==> src/rtl/usb_rx_ctrl.sv <==
// rtl/usb_rx_ctrl.sv - USB full-speed receive control FSM
//
// Sequences a USB full-speed receive: waits for the first line edge,
// checks the SYNC byte, strobes one FIFO write per data byte, separates
// clean from malformed end-of-packet, and holds a sticky error flag until
// the next packet starts.
//
// Ports:
//   clk            system clock, rising edge
//   n_rst          synchronous active-low reset
//   d_edge         one-cycle pulse on any D+/D- transition
//   eop            level, high while SE0 is on the line
//   shift_enable   one-cycle pulse at each bit sample point
//   byte_received  one-cycle pulse after 8 bits have been shifted
//   rcv_data       RX shift register contents, valid with byte_received
//   rcving         high while a packet is being received
//   w_enable       one-cycle FIFO write strobe
//   r_error        sticky receive error flag
//   byte_count     data bytes written in the current packet
module usb_rx_ctrl #(
  parameter logic [7:0] SYNC_BYTE = 8'h80,
  parameter int         MAX_BYTES = 64
) (
  input  logic       clk,
  input  logic       n_rst,
  input  logic       d_edge,
  input  logic       eop,
  input  logic       shift_enable,
  input  logic       byte_received,
  input  logic [7:0] rcv_data,
  output logic       rcving,
  output logic       w_enable,
  output logic       r_error,
  output logic [6:0] byte_count
);

  localparam logic [6:0] MAX_CNT = 7'(MAX_BYTES);

  typedef enum logic [2:0] {
    IDLE,
    SYNC,
    DATA,
    STORE,
    EOP_WAIT,
    ERR_EOP,
    ERR_IDLE
  } state_t;

  state_t     state;
  state_t     next_state;
  logic [2:0] bit_cnt;
  logic       eop_seen;
  logic       enter_sync;
  logic       eop_sample;

  assign eop_sample = eop && shift_enable;
  assign enter_sync = (next_state == SYNC) && (state != SYNC);

  always_ff @(posedge clk) begin
    if (!n_rst) begin
      state      <= IDLE;
      bit_cnt    <= 3'd0;
      byte_count <= 7'd0;
      eop_seen   <= 1'b0;
    end else begin
      state <= next_state;

      if (enter_sync || byte_received)
        bit_cnt <= 3'd0;
      else if (shift_enable)
        bit_cnt <= bit_cnt + 3'd1;

      if (enter_sync)
        byte_count <= 7'd0;
      else if (state == STORE && byte_count != MAX_CNT)
        byte_count <= byte_count + 7'd1;

      // An errored packet is only considered finished once SE0 has been
      // observed; edges before that are still part of the bad packet.
      eop_seen <= (state == ERR_EOP) && (eop_seen || eop);
    end
  end

  always_comb begin
    next_state = state;
    case (state)
      IDLE: begin
        if (d_edge)
          next_state = SYNC;
      end
      SYNC: begin
        if (eop_sample)
          next_state = ERR_EOP;
        else if (byte_received)
          next_state = (rcv_data == SYNC_BYTE) ? DATA : ERR_EOP;
      end
      DATA: begin
        // EOP at a byte boundary is a clean end; mid-byte it is a
        // truncated byte. Either way it wins over a coincident byte.
        if (eop_sample)
          next_state = (bit_cnt == 3'd0) ? EOP_WAIT : ERR_EOP;
        else if (byte_received)
          next_state = (byte_count == MAX_CNT) ? ERR_EOP : STORE;
      end
      STORE: begin
        next_state = DATA;
      end
      EOP_WAIT: begin
        if (d_edge)
          next_state = IDLE;
      end
      ERR_EOP: begin
        if (d_edge && (eop_seen || eop))
          next_state = ERR_IDLE;
      end
      ERR_IDLE: begin
        if (d_edge)
          next_state = SYNC;
      end
      default: begin
        next_state = IDLE;
      end
    endcase
  end

  always_comb begin
    rcving   = 1'b0;
    w_enable = 1'b0;
    r_error  = 1'b0;
    case (state)
      SYNC, DATA, EOP_WAIT: rcving = 1'b1;
      STORE: begin
        rcving   = 1'b1;
        w_enable = 1'b1;
      end
      ERR_EOP, ERR_IDLE: r_error = 1'b1;
      default: begin
        rcving = 1'b0;
      end
    endcase
  end

endmodule

==> config.mk <==
export PLATFORM = sky130hd
export DESIGN_NAME = usb_rx_ctrl
export DESIGN_NICKNAME = d
export VERILOG_FILES = /design/src/rtl/usb_rx_ctrl.sv
export SDC_FILE = /design/constraint.sdc
export NUM_CORES = 1
export LEC_CHECK = 0
export ABC_CLOCK_PERIOD_IN_PS = 1800
export BUFFER_PORTS_ARGS = -buffer_cell sky130_fd_sc_hd__buf_2
export CAP_MARGIN = 10
export CORE_MARGIN = 2
export CORE_UTILIZATION = 49
export CTS_CLUSTER_DIAMETER = 200
export DETAILED_ROUTE_END_ITERATION = 16
export PLACE_DENSITY = 0.88
export RECOVER_POWER = 100
export SLEW_MARGIN = 20
export SYNTH_ARGS = -nofsm -noshare
export SYNTH_HDL_FRONTEND = slang
export SYNTH_SLANG_ARGS = --single-unit
==> constraint.sdc <==
create_clock -name clk -period 1.8 [get_ports clk]
set_input_delay 0.36 -clock clk [delete_from_list [all_inputs] [get_ports clk]]
set_output_delay 0.36 -clock clk [all_outputs]
set_load 0.02 [all_outputs]
==> flow_metrics.py, run 1 <==
metrics = {
    "timing": {
        "finalHoldViolCount": 0,
        "slew_viol_final": 0,
        "slew-limit-headroom_pct": 69.90,
        "setup_viol": 0,
        "fin_skew_ps": 6.111,
        "max_freq_ghz": 0.6036,
        "rsz0062_at_grt": "no",
        "finalCriticalPeriod_ps": 1657,
        "worstMarginPinSlew_ps": 440.1,
        "fin_crit_sh_pct": 92.03,
        "setup_tns_ps": 0,
    },
    "clocking": {
        "cts_setup_buffers": 0,
        "clock_latency_ps": 290,
        "root_buffer": "clkbuf_4",
        "cts_tree": "yes",
        "cts_hold_buf": 0,
        "htree_num_levels": 1,
        "clkTransAtPathRegs_ps": 90,
        "clock_path_buffers": 2,
        "clock_sinks": 14,
        "cts_buffers": 3,
    },
    "global_route": {
        "grt_pass1_vias": 706,
        "overflow": 0,
        "antenna_found_initial": 0,
        "grt_pass1_wl_um": 2939,
        "grt_start_max_net_pins": 16,
        "track_usage_pct": 19.98,
    },
    "pwr": {
        "pwr-share-comb_pct": 14.8,
        "p_per_area_nw_per_um2": 706.8,
        "vdd_drop_max_v": 0.0004525,
        "sw_frac_of_total_pct": 28.17,
        "internal_power_mw": 0.4866,
        "p_sw_mw": 0.1908,
        "p_leak_nw": 0.3689,
        "seqPwrFrac_pct": 50.2,
        "pwr-share-clk_pct": 35.0,
    },
    "drt": {
        "drtIter0Drc": 16,
        "drc": 0,
        "first_pass_iters": 5,
        "wire_per_inst_um": 12.86,
        "vias": 802,
        "routed_via_density": 5.812,
        "routed_wl_um": 1775,
        "postRouteAntennaNets": 0,
    },
    "synth": {
        "yosysUniqueCellTypes": 35,
        "synthCells": 100,
        "synth_top_area_share_pct": 34.15,
        "yosysSeqAreaShare_pct": 34.15,
        "syn_avg_cell_area_um2": 8.208,
        "yosys_warnings": 0,
        "ys_ff_latch": 14,
        "yosysTopAreaCell": "dfxtp_1",
        "syn_area_um2": 820.8,
        "synth.top_cells.by_area": "dfxtp_1 (34%), nor2_1 (7.3%), xnor2_1 (6.4%)",
        "synth_nets": 118,
    },
    "final_layout": {
        "final_common_cell": "nor2_1",
        "layout_common_cells": "nor2_1 (16), buf_2 (13), dfxtp_1 (11)",
        "fin_util_pct": 62.18,
        "final_nets": 141,
        "area_growth_pct": 16.77,
        "antenna-diode-count": 0,
        "layout-drive-gt1-share_pct": 17.21,
    },
    "die": {
        "die_h_um": 44.93,
        "start_util_pct": 53.25,
        "die_w_um": 44.93,
        "row_count": 14,
        "io_pins": 24,
        "core_area_um2": 1541,
        "dieArea_um2": 2018,
    },
    "setup_path": {
        "arrival_ps": 1300,
        "reg2regPathDepth": 4,
        "setup.worst_path.class": "reg2out",
        "crit_start": "state[2]",
        "worstSetupStartpointType": "flop",
        "timing.rr.start": "byte_count[3]",
        "crit_path_end_kind": "output port",
        "worstPathMaxFanout": 15,
        "reg2reg_slack_ps": 280,
        "required_ps": 1440,
        "r2r_end": "byte_count[1]",
    },
    "worst_hold_path": {
        "min-delay-start": "n_rst",
        "hold_path_depth": 2,
        "min_to": "state[0]",
        "hp-class": "in2reg",
    },
    "place": {
        "gp_congestion": 0.8609,
        "hpwl_um": 1298,
        "port_buffers": 23,
    },
    "run_status": {
        "status": "finished, final reports clean",
    },
    "run": {
        "cap_violations": 0,
    },
}
[repair_timing]
action,in CTS,in global routing
gates resized for setup,0,3
endpoints found under the hold margin,0,0
setup endpoints to repair,0,2
[layout make-up]
class | count | area (um2)
Timing Repair Buffer | 23 | 103.9
Sequential cell | 14 | 284.0
Fill cell | 139 | 583.1
Tap cell | 16 | 20.02
Clock buffer | 4 | 36.28
Multi-Input combinational cell | 77 | 499.2
Inverter | 4 | 15.01
[worst max path at each step]
stage	cells past startpoint	to	slack, ps
after detailed placement	5	state[0]	310
final	2	w_enable	140
after floorplan	2	r_error	220
after global placement	5	state[0]	350
after global routing	2	w_enable	70
after CTS	2	w_enable	50
[state kept, by name, indices dropped and copies added (netlist names)]
name / count
bit_cnt: 3
state: 3
byte_count: 7
eop_seen: 1
[cells in the mapped netlist]
master / number
nand4_1: 4
a2111oi_0: 1
or3_1: 1
dfxtp_1: 14
xor2_1: 4
a22oi_1: 1
inv_1: 4
o2111a_1: 1
o22ai_1: 1
nand2b_1: 2
and3b_1: 1
a21oi_1: 1
nor2_1: 16
ha_1: 4
buf_2: 3
nand4b_1: 1
o21a_1: 1
and4b_1: 1
o31a_1: 1
a21boi_0: 1
nand3b_1: 2
nand2_1: 8
o21ai_0: 2
o211ai_1: 1
a31oi_1: 2
nand3_1: 3
nor2b_1: 2
nor4_1: 1
xnor2_1: 6
mux2i_1: 2
a311oi_1: 1
nor3b_1: 1
or4_4: 1
nor3_1: 3
clkbuf_1: 2
[critical path, stage by stage (launching register included)]
cell	delay, ps
dfxtp_2	410
and3b_1	350
clkbuf_1	260
[power by group through the flow]
stage	logic [mW]	clock network (mW)	registers (mW)
finish	0.100	0.237	0.340
global route	0.111	0.248	0.343
CTS	0.102	0.235	0.338
detailed placement	0.102	0	0.346
global placement	0.0985	0	0.344
floorplan	0.0827	0	0.330
[metal layers]
metal | global-route usage (%) | up-vias | part of all wire [%]
met5 | 0 | - | 0
met4 | 10.59 | 0 | 2.0
met3 | 2.400 | 5 | 3.5
met2 | 33.43 | 17 | 49
met1 | 24.94 | 385 | 46
li1 | - | 395 | -
[cells by family after synthesis]
group                    Yosys count  share of synthesized area [%]
AND/OR/NAND/NOR                   47                          29.73
AO/OA/AOI/OAI                     14                          12.35
flip-flops                        14                          34.15
XOR/XNOR                          10                          10.67
buffers and inverters              9                          4.572
adder cells (fa/ha/maj)            4                          6.098
multiplexers                       2                          2.439
[through the flow]
step | worst slack [ps] | hold WS [ps] | cell area [um2] | total power [mW] | cells
detailed placement | 312.9 | 500.2 | 933.4 | 0.4474 | 134
finish | 143.4 | 312.1 | 958.4 | 0.6774 | 138
global placement | 353.2 | 491.6 | 933.4 | 0.4426 | 134
floorplan | 222.7 | 483.3 | 820.8 | 0.4126 | 100
CTS | 50.49 | 330.2 | 969.7 | 0.6751 | 138
global route | 67.15 | 326.0 | 958.4 | 0.7017 | 138
(Power assumes the default switching activity.)
==> run 2, diff against run 1 <==
- ABC_CLOCK_PERIOD_IN_PS: 1800 -> 1540
- clock period: 1.8 -> 1.54 ns (I/O delays scaled with it)
==> flow_metrics.py, run 2 (synthesized netlist as in run 1, its figures left out) <==
metrics = {
    "clocking": {
        "cts_resized": 3,
        "clock_latency_ps": 280,
        "cts_setup_buffers": 0,
        "htree_num_levels": 1,
        "cts_hold_buf": 0,
        "clock_sinks": 14,
        "clock_path_buffers": 2,
        "root_buffer": "clkbuf_4",
        "cts_tree": "yes",
        "clkTransAtPathRegs_ps": 80,
        "cts_buffers": 3,
    },
    "die": {
        "die_w_um": 44.93,
        "dieArea_um2": 2018,
        "die_h_um": 44.93,
        "io_pins": 24,
        "start_util_pct": 53.25,
        "core_area_um2": 1541,
        "row_count": 14,
    },
    "final_layout": {
        "layout-drive-gt1-share_pct": 22.83,
        "area_growth_pct": 23.02,
        "final_common_cell": "nor2_1",
        "regMostFlops": "byte_count",
        "final_nets": 146,
        "largest_reg_flops": 7,
        "antenna-diode-count": 0,
        "layout_common_cells": "nor2_1 (16), buf_2 (13), dfxtp_1 (11)",
        "stdcell_area_um2": 1010,
        "top_regs": "byte_count x7, bit_cnt x3, state x3",
    },
    "pwr": {
        "seqPwrFrac_pct": 49.8,
        "p_per_area_nw_per_um2": 789.1,
        "sw_frac_of_total_pct": 27.47,
        "pwr-share-clk_pct": 33.3,
        "p_sw_mw": 0.2189,
        "p_leak_nw": 0.3946,
        "internal_power_mw": 0.5780,
        "power_mw": 0.7968,
        "vdd_drop_max_v": 0.0006313,
        "pwr-share-comb_pct": 16.9,
    },
    "timing": {
        "setup_viol": 0,
        "fin_crit_sh_pct": 96.05,
        "setup_tns_ps": 0,
        "rsz0062_at_grt": "no",
        "max_freq_ghz": 0.6760,
        "worstMarginPinSlew_ps": 390.5,
        "setup_ws_ps": 60.77,
        "slew-limit-headroom_pct": 73.90,
        "finalHoldViolCount": 0,
        "fin_skew_ps": 10.17,
        "finalCriticalPeriod_ps": 1479,
        "slew_viol_final": 0,
    },
    "global_route": {
        "grt_pass1_vias": 749,
        "grt_pass1_wl_um": 3056,
        "overflow": 0,
        "track_usage_pct": 20.56,
        "grt_start_max_net_pins": 11,
        "antenna_found_initial": 0,
    },
    "place": {
        "gp_congestion": 0.8578,
        "placed_area_um2": 970.9,
        "post-place-ws_ps": 63.78,
        "hpwl_um": 1461,
        "port_buffers": 23,
    },
    "setup_path": {
        "worstSetupStartpointType": "flop",
        "worstPathMaxFanout": 10,
        "setup.worst_path.class": "reg2out",
        "arrival_ps": 1170,
        "crit_path_end_kind": "output port",
        "required_ps": 1230,
    },
    "drt": {
        "vias": 808,
        "wire_per_inst_um": 12.93,
        "routed_wl_um": 1849,
        "drtIter0Drc": 23,
        "postRouteAntennaNets": 0,
        "routed_via_density": 5.650,
        "first_pass_iters": 4,
        "drc": 0,
    },
    "run": {
        "cap_violations": 0,
    },
    "run_status": {
        "status": "finished, final reports clean",
    },
    "worst_hold_path": {
        "hp-class": "in2reg",
    },
}
-- run 2: changes by cell type in the layout (fill, tap and decap cells not counted), sizes merged --
cell	before	now
buf	13	17
clkbuf	14	15
-- run 2: routing by layer --
| metal | vias up | wire length [um] | track usage (%) |
|---|---|---|---|
| met3 | 0 | 94 | 2.400 |
| met1 | 377 | 805 | 24.69 |
| li1 | 403 | - | - |
| met5 | - | 0 | 0 |
| met2 | 28 | 949 | 38.29 |
| met4 | 0 | 0 | 5.294 |
-- run 2: final timing paths --
path                            slack (ps)            end  depth (start not counted)           from
worst max-delay path                    60        r_error                          3       state[0]
worst min-delay path                   310       state[0]                          2          n_rst
worst max register to register         100  byte_count[2]                          4  byte_count[2]
worst min register to register         520       eop_seen                          1       eop_seen
-- run 2: area by class of cell --
class,instances,area [um2]
Multi-Input combinational cell,77,513.0
Inverter,4,15.01
Clock buffer,4,36.28
Timing Repair Buffer,28,138.9
Sequential cell,14,286.5
Tap cell,16,20.02
Fill cell,141,531.8
-- run 2: worst max-delay path, cell delays in order, from the launching register on --
cell and delay, ps:
dfxtp_4 390, nand2b_1 210, a21boi_1 150, buf_4 160
-- run 2: metrics by stage --
step | utilization [%] | cells | hold slack, ps
global placement | 62.99 | 139 | 492.4
finish | 65.50 | 143 | 305.1
floorplan | - | 100 | 435.9
detailed placement | 62.99 | 139 | 503.8
global route | 65.50 | 143 | 288.3
CTS | 65.58 | 143 | 294.7
-- run 2: power groups by stage --
| stage | combinational [mW] | sequential, mW | clock, mW |
|---|---|---|---|
| final | 0.135 | 0.397 | 0.265 |
| after global placement | 0.124 | 0.399 | 0 |
| after CTS | 0.131 | 0.395 | 0.267 |
| after floorplan | 0.0967 | 0.386 | 0 |
| after global routing | 0.149 | 0.399 | 0.292 |
| after detailed placement | 0.130 | 0.401 | 0 |
==> run 3, diff against run 2 <==
- ABC_CLOCK_PERIOD_IN_PS: 1540 -> 1700
- clock period: 1.54 -> 1.7 ns (I/O delays scaled with it)
==> flow_metrics.py, run 3 (synthesized netlist as in run 1, its figures left out) <==
metrics = {
    "die": {
        "dieArea_um2": 2018,
        "row_count": 14,
        "core_area_um2": 1541,
        "io_pins": 24,
        "die_h_um": 44.93,
        "die_w_um": 44.93,
        "start_util_pct": 53.25,
    },
    "drt": {
        "drc": 0,
        "routed_via_density": 5.768,
        "routed_wl_um": 1732,
        "drtIter0Drc": 13,
        "first_pass_iters": 4,
        "wire_per_inst_um": 12.55,
        "postRouteAntennaNets": 0,
        "vias": 796,
    },
    "setup_path": {
        "crit_path_end_kind": "output port",
        "worstPathMaxFanout": 15,
        "critPathSlowestCell": "dfxtp_2",
        "crit_family": "flip-flops",
        "required_ps": 1360,
        "reg2regPathDepth": 4,
        "max_stage_delay_ps": 410,
        "arrival_ps": 1230,
        "worstSetupStartpointType": "flop",
        "setup.worst_path.class": "reg2out",
        "critPathBufInv": 1,
        "cp.depth": 2,
        "timing.rr.start": "byte_count[2]",
        "crit_start": "state[2]",
        "cp_cell_sequence": "and3b_1 > clkbuf_2",
    },
    "final_layout": {
        "final-seq-area_um2": 284.0,
        "multi_input_area_um2": 499.2,
        "n_fill_cell": 140,
        "largest_reg_flops": 7,
        "final_nets": 141,
        "layout_common_cells": "nor2_1 (16), buf_2 (13), dfxtp_1 (11)",
        "area_growth_pct": 16.92,
        "stdcell_count": 138,
        "regMostFlops": "byte_count",
        "antenna-diode-count": 0,
        "top_regs": "byte_count x7, bit_cnt x3, state x3",
        "final_common_cell": "nor2_1",
        "layout-drive-gt1-share_pct": 18.03,
    },
    "worst_hold_path": {
        "hold_path_depth": 2,
        "hp-class": "in2reg",
        "min-delay-start": "n_rst",
    },
    "timing": {
        "max_freq_ghz": 0.6367,
        "setup_tns_ps": 0,
        "rsz0062_at_grt": "no",
        "worstMarginPinSlew_ps": 430.5,
        "setup_viol": 0,
        "slew-limit-headroom_pct": 70.56,
        "fin_skew_ps": 3.636,
        "fin_crit_sh_pct": 92.38,
        "hold_ws_ps": 307.8,
        "finalCriticalPeriod_ps": 1570,
        "finalHoldViolCount": 0,
        "slew_viol_final": 0,
    },
    "pwr": {
        "p_leak_nw": 0.3727,
        "p_per_area_nw_per_um2": 736.8,
        "vdd_drop_max_v": 0.0005145,
        "power_mw": 0.7071,
    },
    "place": {
        "dpl.cell_count": 134,
        "gp_congestion": 0.8599,
        "port_buffers": 23,
        "hpwl_um": 1334,
    },
    "clocking": {
        "clock_latency_ps": 290,
        "cts_tree": "yes",
        "cts_buffers": 3,
        "root_buffer": "clkbuf_4",
        "cts_hold_buf": 0,
        "clkTransAtPathRegs_ps": 80,
        "cts_setup_buffers": 0,
        "htree_num_levels": 1,
        "clock_sinks": 14,
        "clock_path_buffers": 2,
    },
    "global_route": {
        "antenna_found_initial": 0,
        "grt_pass1_wl_um": 2953,
        "grt_start_max_net_pins": 16,
        "grt_pass1_vias": 709,
        "track_usage_pct": 19.82,
        "overflow": 0,
    },
    "run_status": {
        "status": "finished, final reports clean",
    },
    "run": {
        "cap_violations": 0,
    },
}
run 3: repair_timing:
item	4_1_cts	5_1_grt
resized for setup	1	3
endpoints found under the setup margin	1	2
cloned	0	0
run 3: cell type report:
cell class              count  area share (%)
flip-flops and latches     14           29.60
well taps                  16           2.086
repair buffers             23           10.95
clock buffers               4           3.781
inverters                   4           1.565
multi-input cells          77           52.02
run 3: stage by stage:
step / util, % / setup slack (ps) / instance area [um2]
2_1_floorplan: - / 142.7 / 820.8
3_3_place_gp: 60.55 / 270.1 / 933.4
3_5_place_dp: 60.55 / 221.7 / 933.4
4_1_cts: 62.99 / 47.30 / 970.9
5_1_grt: 62.26 / 40.31 / 959.7
6_report: 62.26 / 129.5 / 959.7
run 3: routing by layer:
layer	global-route usage (%)	vias to the layer above	wire length (um)	share of wire [%]
met5	0	-	0	0
met4	10.00	0	40	2.3
met1	25.44	375	737	43
met3	3.200	4	69	4.0
li1	-	399	-	-
met2	32.00	18	884	51
run 3: worst paths after layout:
check | end | slack [ps]
max reg2reg | byte_count[0] | 210
min | state[0] | 310
min reg2reg | eop_seen | 520
max | w_enable | 130
run 3: power by group:
part | internal [mW] | switching (mW)
registers | 0.338 | 0.0217
logic | 0.0468 | 0.0591
clock network | 0.131 | 0.111
